File: src/rtl/pc_branch_unit.sv
// Fetch-address / branch-resolution unit. It holds the fetch PC and the execute slot,
// resolves conditional branches, and keeps the link register and saturating branch statistics.
module pc_branch_unit #(
    parameter logic [15:0] RESET_PC = 16'h0000
) (
    input  logic        clk,
    input  logic        rst,
    input  logic        F,
    input  logic        br_req,
    input  logic        br_link,
    input  logic [15:0] br_imm,
    input  logic        stall,
    input  logic        halt,
    output logic [15:0] pc,
    output logic [15:0] ex_pc,
    output logic        ex_valid,
    output logic        flush,
    output logic [15:0] lr,
    output logic [7:0]  br_total,
    output logic [7:0]  br_taken,
    output logic [1:0]  fsm_state
);

    typedef enum logic [1:0] {
        RUN   = 2'd0,
        FLUSH = 2'd1,
        HALT  = 2'd2
    } state_t;

    state_t      state, state_n;
    logic [15:0] pc_n, ex_pc_n, lr_n;
    logic        ex_valid_n, flush_n;
    logic [7:0]  br_total_n, br_taken_n;
    logic [7:0]  total_inc, taken_inc;

    // Counters stick at 8'hFF rather than wrapping.
    assign total_inc = (br_total == 8'hFF) ? br_total : br_total + 8'd1;
    assign taken_inc = (br_taken == 8'hFF) ? br_taken : br_taken + 8'd1;

    assign fsm_state = state;

    always_comb begin
        state_n    = state;
        pc_n       = pc;
        ex_pc_n    = ex_pc;
        ex_valid_n = ex_valid;
        flush_n    = 1'b0;
        lr_n       = lr;
        br_total_n = br_total;
        br_taken_n = br_taken;

        if (halt) begin
            state_n    = HALT;
            ex_valid_n = 1'b0;
        end else if (!stall) begin
            case (state)
                RUN: begin
                    if (ex_valid && br_req) begin
                        br_total_n = total_inc;
                        if (F) begin
                            br_taken_n = taken_inc;
                            pc_n       = ex_pc + br_imm;
                            ex_valid_n = 1'b0;
                            flush_n    = 1'b1;
                            state_n    = FLUSH;
                            if (br_link) lr_n = ex_pc + 16'd1;
                        end else begin
                            pc_n       = pc + 16'd1;
                            ex_pc_n    = pc;
                            ex_valid_n = 1'b1;
                        end
                    end else begin
                        pc_n       = pc + 16'd1;
                        ex_pc_n    = pc;
                        ex_valid_n = 1'b1;
                    end
                end
                FLUSH: begin
                    // The squashed slot refills with the branch target already sitting on pc.
                    pc_n       = pc + 16'd1;
                    ex_pc_n    = pc;
                    ex_valid_n = 1'b1;
                    state_n    = RUN;
                end
                HALT: begin
                    ex_valid_n = 1'b0;
                end
                default: begin
                    state_n = RUN;
                end
            endcase
        end
    end

    always_ff @(posedge clk) begin
        if (rst) begin
            state    <= RUN;
            pc       <= RESET_PC;
            ex_pc    <= 16'h0000;
            ex_valid <= 1'b0;
            flush    <= 1'b0;
            lr       <= 16'h0000;
            br_total <= 8'h00;
            br_taken <= 8'h00;
        end else begin
            state    <= state_n;
            pc       <= pc_n;
            ex_pc    <= ex_pc_n;
            ex_valid <= ex_valid_n;
            flush    <= flush_n;
            lr       <= lr_n;
            br_total <= br_total_n;
            br_taken <= br_taken_n;
        end
    end

endmodule

File: config.mk
export PLATFORM = sky130hd
export DESIGN_NAME = pc_branch_unit
export DESIGN_NICKNAME = d
export VERILOG_FILES = /design/src/rtl/pc_branch_unit.sv
export SDC_FILE = /design/constraint.sdc
export NUM_CORES = 1
export LEC_CHECK = 0
export BUFFER_PORTS_ARGS = -buffer_cell sky130_fd_sc_hd__buf_2
export CORE_MARGIN = 2
export CORE_UTILIZATION = 25
export CTS_CLUSTER_DIAMETER = 200
export DETAILED_ROUTE_END_ITERATION = 7
export PLACE_DENSITY = 0.45
export REMOVE_ABC_BUFFERS = 1
export SYNTH_ARGS = -nofsm -noshare
export SYNTH_HDL_FRONTEND = slang
export SYNTH_SLANG_ARGS = --single-unit
File: constraint.sdc
create_clock -name clk -period 1.8 [get_ports clk]
set_input_delay 0.18 -clock clk [delete_from_list [all_inputs] [get_ports clk]]
set_output_delay 0.18 -clock clk [all_outputs]
set_load 0.02 [all_outputs]
# Word-level counts from Yosys, hierarchy flattened

Index checks and enable logic that the tools add are counted.

Flip-flop bits (word level): 68
Output and inout port bits: 68

$add $sub $neg: 5
Equality and inequality tests: 11
Mux-type cells: 15
Bitwise logic cells: 7
Reductions and logical operators: 14

Operator list:

| operator                | number |
|---|---|
| $mux W16                | 4 |
| $pmux W16 S2            | 2 |
| $add A16 B1 Y16 const B | 2 |
| $add A16 B16 Y16        | 1 |
| $add A8 B1 Y8 const B   | 2 |
| $eq A8 B8 Y1 const B    | 2 |
| $reduce_and A4 Y1       | 3 |
| $reduce_and A6 Y1       | 2 |
| $ne A3 B3 Y1 const B    | 3 |
| $mux W2                 | 4 |
| $not A1 Y1              | 7 |
| $ne A2 B2 Y1 const B    | 3 |
| $reduce_and A5 Y1       | 1 |
| $reduce_or A5 Y1        | 1 |
| $pmux W2 S2             | 1 |
| $mux W1                 | 3 |
| $pmux W1 S3             | 1 |
| $reduce_and A3 Y1       | 1 |
| $reduce_bool A3 Y1      | 1 |
| $eq A2 B1 Y1 const B    | 1 |
| $eq A2 B2 Y1 const B    | 1 |
| $logic_not A2 Y1        | 1 |
| $ne A2 B1 Y1 const B    | 1 |
| $reduce_and A2 Y1       | 1 |
| other kinds (3)         | 3 |

# Logic depth before layout (Yosys ltp)

Gate-level depths: netlist of run 1.

Word-level depth: 5
Depth in mapped cells: 9
Mapped depth without buffers: 8

# Worst setup path after synthesis of run 1

No wires, ideal clock.

Path type: flip-flop to flip-flop
Start point: reg ex_pc[0]
End point: reg pc[14]
Setup time: 0.139 ns
Arrival time: 1.959 ns
Data required time: 1.661 ns
Slack: -0.298 ns
Stages on the path, launching flop included: 9
Cells stage by stage: dfxtp_1 ha_1 fa_1 a21oi_1 o21ai_0 a21boi_0 o31ai_1 o2111ai_1 o221ai_1

Cells in the longest elaborated chain, start to end: 4

RTL lines:

| element                | RTL line | RTL |
|---|---|---|
| start, declared        | 15       | `output logic [15:0] ex_pc,` |
| start signal, assigned | 108      | `ex_pc <= ex_pc_n;` |
| $add A16 B16 Y16       | 62       | `pc_n = ex_pc + br_imm;` |
| $mux W16               | 60       | `if (F) begin` |
| $mux W16               | 58       | `if (ex_valid && br_req) begin` |
| $pmux W16 S2           | 56       | `case (state)` |
| end signal, assigned   | 107      | `pc <= pc_n;` |
| end, declared          | 14       | `output logic [15:0] pc,` |

No other way between the ends.
A chain may end at the register's enable or synchronous reset.

# Worst setup path in the final report of run 1

Ends and elaborated chain as after synthesis.

==> impl_metrics.tcl, run 1 <==
set metrics [dict create \
    status "finished, violations left" \
    violations "negative setup slack" \
    rr_endpoint "pc[14]" \
    dp.cells 837 \
    num_antenna_cells 0 \
    min_from "halt" \
    tightest_slew_ns 0.397 \
    slowest_stage "fa_2" \
    yosysTopAreaCell "dfxtp_1" \
    holdPathStages 2 \
    path_delay_family "compound AO/OA/AOI/OAI gates" \
    fin_worst_skew_ns 0.00599 \
    syn_inst 479 \
    grt_max_degree 32 \
    cpPeakStageDelay_ns 0.38 \
    critPathArrivalTime_ns 2.08 \
    hpwl_mm 9.59 \
    numPortBuffers 90 \
    synth_area_um2 3920 \
    r2r_cells 8 \
    grt_pass1_vias 4037 \
    hold-worst-slack_ns 0.106 \
    synth_seq_cells 68 \
    ys_warn_count 0 \
    die_h_um 129 \
    max_freq_ghz 0.538 \
    cp.buffers_inverters 0 \
    wirelength_mm 12.8 \
    finalHoldViolCount 0 \
    crit_type "register to register" \
    start_kind "register" \
    critPathMaxFanout 3 \
    finalCritPeriodShare 1.03 \
    clk-insertion-delay-late_ns 0.35 \
    synth_flop_cell "dfxtp_1" \
    cts_buffers 9 \
    vias_per_cell 4.72 \
    cts_sinks 68 \
    crit_start "ex_pc[0]" \
    layout_setup_ws_ns -0.0600 \
    synth_common_cells "dfxtp_1 (68), nor2_1 (63), a21oi_1 (43)" \
    synth.most_common_cell "dfxtp_1" \
    crit_cells 8 \
    hp-class "input pin to register" \
    finalCriticalPeriod_ns 1.86 \
    drive_above_1_share 0.356 \
    end_kind "register" \
    overflow 0 \
    clockRootBuffer "clkbuf_16" \
    path_cells "ha_4 > fa_2 > a21oi_4 > o21ai_4 > a21boi_2 > o31ai_2 > o2111ai_1 > o221ai_1" \
    grt_util_all_layers 0.159 \
    path_clk_slew_ns 0.06 \
    worst_ep_required_time_ns 2.02 \
    wl_per_cell_um 14.9 \
    gp_congestion 0.810 \
    cap_violations 0 \
    p_leak_uw 0.00258 \
    dieArea_um2 16700 \
    synth_edf_count 0 \
    vias 4054 \
    slew_headroom 0.733 \
    drt.antenna.violating_nets 0 \
    firstDrtPassIters 5 \
    ir_worst_vdd_mv 0.453 \
    min_to "fsm_state[0]" \
    clockBufferDepth 2 \
    final_core_utilization 0.374 \
    yosysTopAreaCellShare 0.347 \
    initial_core_util 0.257 \
    drv_slew 0 \
    htreeDepth 3 \
    rrSetupSlack_ns -0.06 \
    reg2reg_from "ex_pc[0]" \
    totalNegativeSetupSlack_ns -0.197 \
    drt_iter0_drc 169 \
    placeableCoreArea_um2 15300 \
    nets 690 \
    antenna_found_initial 0 \
    io_pins 91 \
    syn_area_per_cell_um2 8.18 \
    area_delta_synth_final_pct 45.4 \
    rsz0062_at_grt "yes" \
    synthTopCellsByArea "dfxtp_1 (35%), ha_1 (7.3%), nor2_1 (6.0%), a21oi_1 (5.5%), xor2_1 (4.5%)" \
    yosysSeqAreaShare 0.347 \
    fill_cells 1607 \
    finalNonFillerCells 859 \
    synthArstFlopShare 0 \
    rows 45 \
    grt_pass1_wl_mm 20.9 \
    die_w_um 129 \
    cts_tree "yes" \
    power.density_nw_per_um2 615 \
    yosys.cell_types.count 56 \
    route.detailed.drc 0 \
    setup_viol_count_final 7 \
]
-- cell families after synthesis --
kind of cell             share of synthesized area
AND/OR/NAND/NOR                              0.227
AO/OA/AOI/OAI                                0.197
flip-flops                                   0.347
XOR/XNOR                                    0.0827
buffers and inverters                       0.0294
adder cells (fa/ha/maj)                     0.0785
multiplexers                                0.0383
-- layout by cell type (no fill, tap or decap), types with 3 or more instances in the layout --
cell type	synthesis	layout
a211oi_1	8	8
a21o_1	8	8
a21oi_1	43	39
a31oi_1	7	7
and3_1	7	6
and3_4	0	3
and4_1	5	3
buf_12	0	3
buf_2	5	90
buf_4	0	80
clkbuf_1	14	4
clkbuf_16	0	9
dfxtp_1	68	63
dfxtp_2	0	4
ha_1	23	18
ha_4	0	5
inv_1	8	6
mux2i_1	15	15
nand2_1	39	38
nand3_1	26	24
nand4_1	12	12
nor2_1	63	61
nor3_1	8	8
nor4_1	4	3
o21ai_0	33	26
o21ai_1	0	4
or3_1	5	4
xnor2_1	17	16
xor2_1	20	20
-- final cells by class --
class / instances / area, µm² / area share
Multi-Input combinational cell: 382 / 2650 / 0.465
Sequential cell: 68 / 1370 / 0.240
Timing Repair Buffer: 174 / 1120 / 0.197
Tap cell: 211 / 264 / 0.0463
Clock buffer: 14 / 254 / 0.0446
Inverter: 8 / 30.0 / 0.00527
Clock inverter: 2 / 10.0 / 0.00176
-- layer usage --
layer	track usage	part of all wire
met1	0.213	0.48
met2	0.245	0.44
met3	0.0429	0.059
met4	0.0569	0.019
met5	0	0
-- how the worst max path moves through the flow --
| stage | end | slack [ns] |
|---|---|---|
| detailed placement | pc[14] | -0.42 |
| global route | pc[14] | -0.16 |
| global placement | pc[14] | -0.39 |
| CTS | pc[14] | -0.09 |
| finish | pc[14] | -0.06 |
| floorplan | pc[13] | -0.37 |
-- through the flow --
step / area [µm²] / total power (µW) / setup slack (ns)
after CTS: 5580 / 3550 / -0.0921
after floorplan: 3830 / 1700 / -0.373
after global routing: 5700 / 3640 / -0.164
final: 5700 / 3500 / -0.0600
after detailed placement: 5170 / 1860 / -0.417
after global placement: 5170 / 1860 / -0.387
-- where the power goes --
group	internal, µW	switching (µW)	total, µW
logic	137	188	325
clock network	968	687	1660
registers	1510	7.32	1520
total	2620	883	3500
-- state kept, by name, indices dropped and copies added (netlist names) --
register,count
ex_valid,1
pc,16
ex_pc,16
fsm_state,2
br_total,8
flush,1
br_taken,8
lr,16
-- worst register-to-register path: cells and delay by family, from the launching register on --
| family | cells | cell delay, ns |
|---|---|---|
| AOI/OAI and AO/OA | 6 | 0.86 |
| adders and majority gates | 2 | 0.54 |
| DFF | 1 | 0.33 |
-- repair_timing --
item / CTS / global route
pin swaps: 23 / 22
hold buffers: 0 / 0
gates resized for setup: 31 / 25
endpoints found under the hold margin: 0 / 0
endpoints found under the setup margin: 15 / 21
setup buffers: 3 / 3
No activity file was read; power rests on OpenSTA's default activity.
==> run 2: changes to the inputs <==
Settings changed: REMOVE_ABC_BUFFERS 1 to default.
==> run 2 against run 1 <==
  * The run still ends with negative setup slack left
  * Via count rose by 3.8%
  * Total power increased by 8.4%
  * Clock power is 16% higher
  * Sequential power about the same
  * Sequential share of layout area is 0.42 points lower
  * Critical endpoint is now pc[11]
==> impl_metrics.tcl, run 2 (synthesis gave the netlist of run 1 again) <==
set metrics [dict create \
    rsz0062_at_grt "yes" \
    fill_cells 1600 \
    antenna_found_initial 0 \
    ir_worst_vdd_mv 0.498 \
    num_antenna_cells 0 \
    rows 45 \
    finalCritPeriodShare 1.06 \
    numPortBuffers 90 \
    totalNegativeSetupSlack_ns -0.337 \
    status "finished, violations left" \
    initial_core_util 0.257 \
    wl_per_cell_um 16.1 \
    setup_viol_count_final 7 \
    vias_per_cell 4.88 \
    power.density_nw_per_um2 642 \
    finalCriticalPeriod_ns 1.91 \
    fin_worst_skew_ns 0.00643 \
    clockRootBuffer "clkbuf_16" \
    tightest_slew_ns 0.505 \
    synth_nets 526 \
    clk-insertion-delay-late_ns 0.34 \
    place_ws_ns -0.159 \
    path_clk_slew_ns 0.06 \
    gp_congestion 0.882 \
    layout_commonest_cell "buf_2" \
    slew_headroom 0.663 \
    met2_length_mm 6.39 \
    hpwl_mm 10.3 \
    met3_length_um 861 \
    die_w_um 129 \
    drv_slew 0 \
    overflow 0 \
    dieArea_um2 16700 \
    grt_pass1_wl_mm 21.3 \
    io_pins 91 \
    grt_max_degree 32 \
    cts_sinks 68 \
    p_leak_uw 0.00267 \
    max_freq_ghz 0.523 \
    die_h_um 129 \
    cts_tree "yes" \
    clockBufferDepth 2 \
    critPathMaxFanout 5 \
    crit_type "register to register" \
    nets 694 \
    placeableCoreArea_um2 15300 \
    finalHoldViolCount 0 \
    drt_iter0_drc 253 \
    drive_above_1_share 0.394 \
    end_kind "register" \
    wirelength_mm 13.9 \
    area_delta_synth_final_pct 50.9 \
    grt_pass1_vias 4122 \
    htreeDepth 3 \
    critPathArrivalTime_ns 2.12 \
    route.detailed.drc 0 \
    grt_util_all_layers 0.164 \
    highest_layer "met4" \
    start_kind "register" \
    layout_setup_ws_ns -0.111 \
    worst_ep_required_time_ns 2.01 \
    layout_common_cells "buf_2 (90), buf_4 (81), nor2_1 (61), dfxtp_1 (50), a21oi_1 (40)" \
    hp-class "input pin to register" \
    cts_buffers 9 \
    drt-met1-wl_mm 6.25 \
    cap_violations 0 \
    violations "negative setup slack" \
    multi_input_area_um2 2700 \
    seq_area_um2 1400 \
    vias 4210 \
    largestRegisters "ex_pc x16, lr x16, pc x16" \
    firstDrtPassIters 4 \
    drt.antenna.violating_nets 0 \
]
[run 2: cell types whose count changed in the layout (fill, tap and decap cells not counted), moves of 2 or more]
cell,change
a211oi_2,+3
nand3_2,+2
inv_4,+2
clkbuf_16,+4
inv_2,-2
dfxtp_1,-13
a211oi_1,-3
o21ai_0,-2
dfxtp_2,+9
dfxtp_4,+4
clkbuf_1,-3
nand3_1,-2
nand2_2,-2
[run 2: per-stage QoR]
stage / total power [µW] / area (µm²) / cells / util / hold slack [ns]
finish: 3800 / 5910 / 863 / 0.387 / 0.102
global placement: 1860 / 5210 / 831 / 0.341 / 0.453
global route: 3950 / 5910 / 863 / 0.387 / 0.106
floorplan: 1720 / 4010 / 479 / - / 0.251
CTS: 3820 / 5630 / 852 / 0.369 / 0.0879
detailed placement: 1870 / 5210 / 831 / 0.341 / 0.453
[run 2: layout make-up]
| type | count | share of cell area |
|---|---|---|
| clock inverter | 3 | 0.00720 |
| tap | 211 | 0.0447 |
| clock buffer | 13 | 0.0476 |
| sequential | 68 | 0.236 |
| multi-input combinational | 382 | 0.456 |
| inverter | 8 | 0.00593 |
| timing repair buffer | 178 | 0.202 |
[run 2: what timing repair did]
| action | in CTS | in global routing |
|---|---|---|
| pin swaps | 9 | 23 |
| setup endpoints to repair | 14 | 39 |
| resized for setup | 14 | 35 |
| gates cloned | 0 | 3 |
| hold buffers | 0 | 0 |
| setup buffers | 5 | 8 |
[run 2: critical path, cell delays in order, from the launching register on]
cell and delay, ns:
dfxtp_4 0.35, ha_4 0.16, buf_4 0.12, a21o_1 0.19, and4_4 0.21, o211a_4 0.25
or3_4 0.33, nand3_2 0.08, a31oi_1 0.09
[run 2: worst paths after layout]
path | slack, ns | startpoint | end | depth (start not counted)
hold reg to reg | 0.47 | lr[1] | lr[1] | 2
setup / recovery | -0.11 | ex_pc[0] | pc[11] | 8
hold / removal | 0.10 | halt | fsm_state[0] | 2
setup reg to reg | -0.11 | ex_pc[0] | pc[11] | 8
[run 2: report_power, final]
part | internal, µW | switching, µW
combinational | 153 | 197
clock | 1230 | 696
sequential | 1510 | 8.87
total | 2890 | 902
[run 2: routing by layer]
layer,up-vias,global-route usage
li1,2085,-
met1,1981,0.207
met2,123,0.271
met3,21,0.0372
met4,0,0.0659
met5,-,0
